File: src/rtl/pf_stats_csr.sv
// Packet-filter statistics CSR block: per-port saturating event counters,
// clear/snapshot control and a drop-threshold interrupt on an Avalon-MM slave.
// Optional shadow snapshot registers are built when PF_STATS_SNAPSHOT_EN is defined.

module pf_stats_port #(
   parameter int CTR_WIDTH = 32
) (
   input  logic                      clk,
   input  logic                      reset,
   input  logic [5:0]                inc,
   input  logic                      clear,
   input  logic                      snap,
   input  logic                      rd_live,
   input  logic [CTR_WIDTH-1:0]      drop_thr,
   output logic [5:0][CTR_WIDTH-1:0] rd_cnt,
   output logic                      drop_hit
);
   localparam logic [CTR_WIDTH-1:0] MAX = '1;

   logic [5:0][CTR_WIDTH-1:0] cnt;

   always_ff @(posedge clk or posedge reset) begin
      if (reset) begin
         cnt <= '0;
      end else begin
         for (int e = 0; e < 6; e++) begin
            if (clear)
               cnt[e] <= '0;
            else if (inc[e] && cnt[e] != MAX)
               cnt[e] <= cnt[e] + CTR_WIDTH'(1);
         end
      end
   end

   // Fires only on the increment that lands exactly on the threshold.
   assign drop_hit = inc[5] && !clear && (cnt[5] != MAX) && (drop_thr != '0) &&
                     ((cnt[5] + CTR_WIDTH'(1)) == drop_thr);

`ifdef PF_STATS_SNAPSHOT_EN
   logic [5:0][CTR_WIDTH-1:0] shadow;

   always_ff @(posedge clk or posedge reset) begin
      if (reset)
         shadow <= '0;
      else if (snap)
         shadow <= cnt;
   end

   assign rd_cnt = rd_live ? cnt : shadow;
`else
   logic unused_snap;
   assign unused_snap = snap ^ rd_live;
   assign rd_cnt      = cnt;
`endif
endmodule

module pf_stats_csr #(
   parameter int NUM_PORTS  = 4,
   parameter int CTR_WIDTH  = 32,
   parameter int ADDR_WIDTH = 8
) (
   input  logic                  clk,
   input  logic                  reset,
   input  logic                  chipselect,
   input  logic                  read,
   input  logic                  write,
   input  logic [ADDR_WIDTH-1:0] address,
   input  logic [31:0]           writedata,
   output logic [31:0]           readdata,
   input  logic [NUM_PORTS-1:0]  in_pkt_inc,
   input  logic [NUM_PORTS-1:0]  transf_pkt_inc,
   input  logic [NUM_PORTS-1:0]  in_frame_inc,
   input  logic [NUM_PORTS-1:0]  transf_frame_inc,
   input  logic [NUM_PORTS-1:0]  inv_frame_inc,
   input  logic [NUM_PORTS-1:0]  drop_frame_inc,
   output logic [NUM_PORTS-1:0]  port_en,
   output logic                  irq
);
   logic [7:0] addr;
   logic [3:0] grp, idx;
   logic       wr_en, rd_en, ctrl_wr, clear_all, snap, rd_live;
   logic [NUM_PORTS-1:0]                      irq_status, irq_mask, drop_hit, w1c;
   logic [CTR_WIDTH-1:0]                      drop_thr;
   logic [NUM_PORTS-1:0][5:0]                 inc;
   logic [NUM_PORTS-1:0][5:0][CTR_WIDTH-1:0]  rd_cnt;
   logic [31:0]                               rd_val;
   logic                                      unused_bits;

   assign addr      = address[7:0];
   assign grp       = addr[7:4];
   assign idx       = addr[3:0];
   assign wr_en     = chipselect & write;
   assign rd_en     = chipselect & read;
   assign ctrl_wr   = wr_en && (addr == 8'h01);
   assign clear_all = ctrl_wr & writedata[1];
   assign w1c       = (wr_en && addr == 8'h02) ? writedata[NUM_PORTS-1:0] : '0;
   assign unused_bits = ^{address, writedata};

`ifdef PF_STATS_SNAPSHOT_EN
   logic snap_on_rd;

   always_ff @(posedge clk or posedge reset) begin
      if (reset)
         snap_on_rd <= 1'b0;
      else if (ctrl_wr)
         snap_on_rd <= writedata[2];
   end

   // A read of 0x10 in snap-on-read mode returns the value being captured.
   assign snap    = (ctrl_wr & writedata[0]) | (rd_en & snap_on_rd & (addr == 8'h10));
   assign rd_live = snap_on_rd & (addr == 8'h10);
`else
   assign snap    = 1'b0;
   assign rd_live = 1'b0;
`endif

   // Event order within a port matches counter groups 1..6.
   for (genvar p = 0; p < NUM_PORTS; p++) begin : g_inc
      assign inc[p] = {drop_frame_inc[p], inv_frame_inc[p], transf_frame_inc[p],
                       in_frame_inc[p], transf_pkt_inc[p], in_pkt_inc[p]};
   end

   pf_stats_port #(.CTR_WIDTH(CTR_WIDTH)) u_port [NUM_PORTS-1:0] (
      .clk      (clk),
      .reset    (reset),
      .inc      (inc),
      .clear    (clear_all),
      .snap     (snap),
      .rd_live  (rd_live),
      .drop_thr (drop_thr),
      .rd_cnt   (rd_cnt),
      .drop_hit (drop_hit)
   );

   always_comb begin
      rd_val = '0;
      if (grp == 4'h0) begin
         case (idx)
            4'h0:    rd_val = 32'(port_en);
            4'h2:    rd_val = 32'(irq_status);
            4'h3:    rd_val = 32'(irq_mask);
            4'h4:    rd_val = 32'(drop_thr);
            default: rd_val = '0;
         endcase
      end else begin
         for (int p = 0; p < NUM_PORTS; p++)
            for (int g = 0; g < 6; g++)
               if (grp == 4'(g + 1) && idx == 4'(p))
                  rd_val = 32'(rd_cnt[p][g]);
      end
   end

   always_ff @(posedge clk or posedge reset) begin
      if (reset) begin
         port_en    <= '0;
         irq_mask   <= '0;
         drop_thr   <= '0;
         irq_status <= '0;
         irq        <= 1'b0;
         readdata   <= '0;
      end else begin
         if (wr_en && addr == 8'h00) port_en  <= writedata[NUM_PORTS-1:0];
         if (wr_en && addr == 8'h03) irq_mask <= writedata[NUM_PORTS-1:0];
         if (wr_en && addr == 8'h04) drop_thr <= writedata[CTR_WIDTH-1:0];
         irq_status <= (irq_status & ~w1c) | drop_hit;
         irq        <= |(irq_status & irq_mask);
         if (rd_en) readdata <= rd_val;
      end
   end
endmodule
File: config.mk
export PLATFORM = sky130hd
export DESIGN_NAME = pf_stats_csr
export DESIGN_NICKNAME = d
export VERILOG_FILES = /design/src/rtl/pf_stats_csr.sv
export SDC_FILE = /design/constraint.sdc
export NUM_CORES = 2
export LEC_CHECK = 0
export BUFFER_PORTS_ARGS = -buffer_cell sky130_fd_sc_hd__buf_2
export CAP_MARGIN = 20
export CORE_ASPECT_RATIO = 0.75
export CORE_MARGIN = 2
export CORE_UTILIZATION = 35
export CTS_CLUSTER_DIAMETER = 150
export DETAILED_ROUTE_END_ITERATION = 8
export PLACE_DENSITY_LB_ADDON = 0.05
export SYNTH_ARGS = -nofsm -noshare
export SYNTH_HDL_FRONTEND = slang
export SYNTH_SLANG_ARGS = --single-unit
File: constraint.sdc
create_clock -name clk -period 46.3 [get_ports clk]
set_input_delay 2.315 -clock clk [delete_from_list [all_inputs] [get_ports clk]]
set_output_delay 2.315 -clock clk [all_outputs]
set_load 0.005 [all_outputs]
Yosys cells after proc, flatten, opt, wreduce, memory -nomap -nowiden
Index checks and enable logic that the tools add are counted.
{ "totals": {"regBits": 845, "output_inout_bits": 37, "elab_cells": 277} }
{ "classes": {"addsub": 24, "n_eq_ne": 42, "mux": 75, "bitwise_logic": 7, "reduce_logical": 99} }
{ "op_table": {"columns": ["op", "n"], "rows": [
  ["$mux 32", 73],
  ["$add 32x1->32 const B", 24],
  ["$ne 32x32->1 const B", 24],
  ["$eq 32x32->1", 4],
  ["$pmux 32 s4", 1],
  ["$logic_and 1x1->1", 69],
  ["$reduce_bool 2->1", 24],
  ["$reduce_bool 32->1", 1],
  ["$eq 4x2->1 const B", 4],
  ["$eq 4x3->1 const B", 4],
  ["$eq 8x2->1 const B", 2],
  ["$and 4x4->4", 2],
  ["$eq 4x1->1 const B", 2],
  ["$eq 8x1->1 const B", 1],
  ["$eq 8x3->1 const B", 1],
  ["$logic_not 4->1", 2],
  ["$logic_not 8->1", 1],
  ["$mux 4", 1],
  ["$not 4->4", 1],
  ["$or 4x4->4", 1],
  ["$reduce_or 4->1", 1],
  ["$and 1x1->1", 3],
  ["$logic_not 1->1", 1]
]} }

Longest topological paths before layout
{ "depth": {"word_depth": 27, "depth_mapped": 13, "ltp_nobuf": 9} }

By module
Synthesis repeated with hierarchy kept, for this count alone.
{ "unflattened": {"hier_cells": 6297, "area_unflattened_um2": 54342.1} }
{ "modules_own_cells": {"columns": ["mod", "n_inst", "cells_each", "area_per_inst_um2", "seq_area_each_um2"], "rows": [
  ["pf_stats_port", 4, 1213, 10849.2, 4804.6],
  ["pf_stats_csr", 1, 1445, 10945.5, 1926.8]
]} }

Least setup slack after synthesis
Ideal clock, no wire load.
{ "synth_timing": {"path_type": "input to register", "startpoint": "input port address[4]", "endpoint": "register readdata[19]", "setup_time_ns": 0.119, "arrival_ns": 4.340, "required_ns": 46.181, "slack_ns": 41.842, "cell_stages": 12, "n_path_buf": 5, "path_cell_list": "buf_2 > buf_2 > nor4b_1 > buf_2 > nand2_1 > clkbuf_1 > buf_2 > o22ai_1 > a31oi_1 > nor4_1 > o21ai_1 > o21a_1"} }
{ "synth_via": {"elab_chain_cells": 27, "elab_cells_between_ends": 56, "cone_classes": "6 x eq/ne; 25 x mux; 25 x reduce/logical"} }
{ "synth_rtl": {"columns": ["element", "line", "source"], "rows": [
  ["from (decl)", "67", "input logic [ADDR_WIDTH-1:0] address,"],
  ["$eq 4x1->1", "148", "if (grp == 4'(g + 1) && idx == 4'(p))"],
  ["$logic_and 1x1->1", "148", null],
  ["$mux 32 (24 in a row)", "148", null],
  ["$mux 32 (*)", "137", "if (grp == 4'h0) begin"],
  ["to (signal assigned)", "167", "if (rd_en) readdata <= rd_val;"],
  ["to (decl)", "69", "output logic [31:0] readdata,"]
]} }
Every way passes the cells marked *; elsewhere a longest branch is shown, timed or not.
A chain may end at the register's enable or synchronous reset.

Final worst setup path
{ "layout_timing": {"startpoint": "input port address[5]", "endpoint": "register u_port[3].cnt (netlist bit u_port[3].rd_cnt[35])"} }
{ "layout_via": {"elab_chain_cells": 4, "elab_cells_between_ends": 5, "cone_classes": "1 x eq/ne; 1 x mux; 1 x bitwise; 2 x reduce/logical"} }
{ "layout_rtl": {"columns": ["element", "line", "source"], "rows": [
  ["$eq 8x1->1 (*)", "94", "assign ctrl_wr = wr_en && (addr == 8'h01);"],
  ["$logic_and 1x1->1 (*)", "94", null],
  ["$and 1x1->1 (*)", "95", "assign clear_all = ctrl_wr & writedata[1];"],
  ["$mux 32 or $reduce_bool 2->1 (tied branches)", null, null],
  ["to (signal, indexed assignment)", "30", "cnt[e] <= cnt[e] + CTR_WIDTH'(1);"],
  ["to (decl)", "20", "logic [5:0][CTR_WIDTH-1:0] cnt;"]
]} }
Marked as above.

==> impl_metrics.ini <==
[status]
status = finished clean

[yosys]
avgSynthCellArea_sq_um = 8.57
ys_warn_count = 0
synth_ff_type = dfrtp_1
syn-num-nets = 6071
syn-cell-area_sq_um = 51200
synth-edff-count = 0
synthArstFlopShare_pct = 100
ys_ff_latch = 845
synth-seq-area-share_pct = 41.3
synthCells = 5978
synth.distinct_cells = 95

[setup_path]
startpoint = address[5]
endpoint_kind = flop
cp_max_fo = 193
cpMostUsedCell = buf_4
crit_slowest_cell = buf_4
crit_chain = buf_2 > buf_4 > nor4_2 > buf_4 > nand2_1 > nor3_2 > buf_4 > buf_4 > buf_12 > nor2_1
worstSetupPathType = in -> reg
cp-start-kind = input pin
cpPeakStageDelay_ns = 0.83
crit_arrival_ns = 6.41
critical_path_required_ns = 46.87
r2r_start = u_port[1].rd_cnt[160]

[floorplanning]
fp.coreArea_sq_um = 145000
start_util_pct = 35.3
die_height_microns = 335
die_area_sq_um = 149000
die_x_microns = 446
io_pins = 106
rows = 121

[sta]
rsz0062_at_grt = no
slew_headroom_pct = 14.4
fin_crit_sh_pct = 12.6
setup_viol_count_final = 0
holdWs_ns = 0.554
finClkSkew_ns = 0.0359
max_freq_ghz = 0.171
drv_slew = 0
hold_violations = 0
worst_pin_slew_ns = 1.25
finalSetupTns_ns = 0
period_minus_slack_ns = 5.85

[grt]
grt_pass1_vias = 43000
grt_overflow = 0
grt_max_degree = 201
antenna_found_initial = 25
grt_pass1_wl_microns = 341000
grtUsageTotal_pct = 31.9

[clock_tree]
cts-root-buf = clkbuf_16
clock-sinks = 845
ctsResizeCount = 0
clockBufferDepth = 3
htree_levels = 3
clkTransAtPathRegs_ns = 0.06
cts_tree = built
ctsHoldBuffers = 0
numCtsBuffers = 99
cts_post_setup_buffers_inserted = 0
clk_latency_ns = 0.74

[drt]
first_pass_iters = 6
wirelength_microns = 243000
drtIter0Drc = 7795
antenna_left = 0
drt-vias-per-instance = 6.12
wl_per_cell_microns = 30.7
routed-via-count = 48400
drc = 0

[placed_design]
io_buffers = 105
dp_hpwl_microns = 187000
gp_congestion = 1.03

[power]
power_density_nw_per_um2 = 36.7
p_clk_share_pct = 39.0
seqPwrFrac_pct = 48.1
ir_drop_mv = 0.0312
netSwitchingFraction_pct = 33.6
p_switching_w = 0.000703
comb_power_share_pct = 12.9
internal_power_w = 0.00139
cellLeakagePower_nw = 24.0

[min_path]
holdCritStartpoint = irq_mask[1]
hold_path_class = reg -> reg

[finish]
area_growth_pct = 11.2
drive_gt1_share_pct = 7.82
fillers = 14800
fin_nets = 6023

[flow_run]
drv_cap = 0
-- power groups by stage --
stage,Combinational [W],Clock (W),Sequential [W]
6_report,0.000270,0.000817,0.00101
5_1_grt,0.000304,0.000863,0.00101
4_1_cts,0.000268,0.000833,0.000991
3_5_place_dp,0.000266,0,0.00100
3_3_place_gp,0.000263,0,0.00100
2_1_floorplan,0.000216,0,0.000885
-- registers in the layout, summed over array words and instances (netlist names) --
name,flops
port_en,4
u_port.rd_cnt,768
drop_thr,32
irq_status,4
irq,1
irq_mask,4
readdata,32
-- through the flow --
step | util [%] | total power, W | cell area [sq um] | setup slack, ns | std cells
6_report | 39.2 | 0.00209 | 57000 | 40.45 | 7920
5_1_grt | 39.2 | 0.00217 | 57000 | 40.29 | 7916
4_1_cts | 39.2 | 0.00209 | 56900 | 40.60 | 7911
3_5_place_dp | 36.9 | 0.00127 | 53600 | 39.80 | 7731
3_3_place_gp | 36.9 | 0.00127 | 53600 | 39.86 | 7726
2_1_floorplan | - | 0.00110 | 51200 | 20.24 | 5978
-- synth_stat cells (27+ instances only) --
library cell / number / area [sq um]
a21oi_1: 271 / 1360
a22oi_1: 120 / 901
a31oi_1: 42 / 263
and2_1: 68 / 425
and3_1: 145 / 907
and4_1: 94 / 823
buf_1: 27 / 101
buf_2: 59 / 295
clkbuf_1: 267 / 1000
dfrtp_1: 845 / 21100
inv_1: 107 / 402
mux2_2: 47 / 529
nand2_1: 493 / 1850
nand3_1: 333 / 1670
nand4_1: 191 / 1190
nor2_1: 895 / 3360
nor3_1: 145 / 726
nor4_1: 77 / 482
o21ai_0: 254 / 1270
o22ai_1: 83 / 519
or3_1: 142 / 888
xnor2_1: 368 / 3220
xor2_1: 433 / 3790
-- routing by layer --
layer	track usage, %	up-vias	routed length, microns
met5	0	-	27
met4	8.47	4	6950
met3	9.08	317	30800
met2	37.8	2530	85400
met1	53.1	24400	120000
li1	-	21100	-
-- worst max-delay path, delay by kind of cell --
kind	cells	cell delay, ns
buf+inv	6	2.88
simple gates	4	0.86
-- worst paths after layout --
| check | to | slack [ns] | depth (start not counted) |
|---|---|---|---|
| worst max-delay path | u_port[3].rd_cnt[35] | 40.45 | 10 |
| worst min-delay path | irq_mask[1] | 0.55 | 1 |
| worst max register to register | irq_status[1] | 42.45 | 9 |
| worst min register to register | irq_mask[1] | 0.55 | 1 |
| max in group asynchronous | u_port[3].rd_cnt[26] | 40.96 | 6 |
| min in group asynchronous | u_port[0].rd_cnt[84] | 1.74 | 2 |
-- logic make-up after synthesis --
family,after synthesis,share of synthesized area [%]
adder cells (fa/ha/maj),24,0.586
multiplexers,64,1.37
AO/OA/AOI/OAI,1054,13.1
flip-flops,845,41.3
buffers and inverters,462,3.55
AND/OR/NAND/NOR,2728,26.4
XOR/XNOR,801,13.7
-- final cells by class --
cell class | instances | area [sq um] | area share, %
tap | 1906 | 2380 | 4.19
clock inverter | 37 | 438 | 0.769
sequential | 845 | 21100 | 37.1
timing repair buffer | 206 | 1310 | 2.30
antenna | 5 | 12.5 | 0.0220
multi-input combinational | 4671 | 28400 | 49.9
inverter | 107 | 409 | 0.718
clock buffer | 143 | 2840 | 4.99
-- layout by cell type (no fill, tap or decap), drive strengths merged, types with 145 or more instances in the layout --
master / count
a21oi: 271
nor3: 148
and3: 145
xnor2: 368
nand2: 493
buf: 204
nor2: 897
xor2: 433
o21ai: 269
nand3: 335
nand4: 193
dfrtp: 845
No activity file was read; power rests on OpenSTA's default activity.
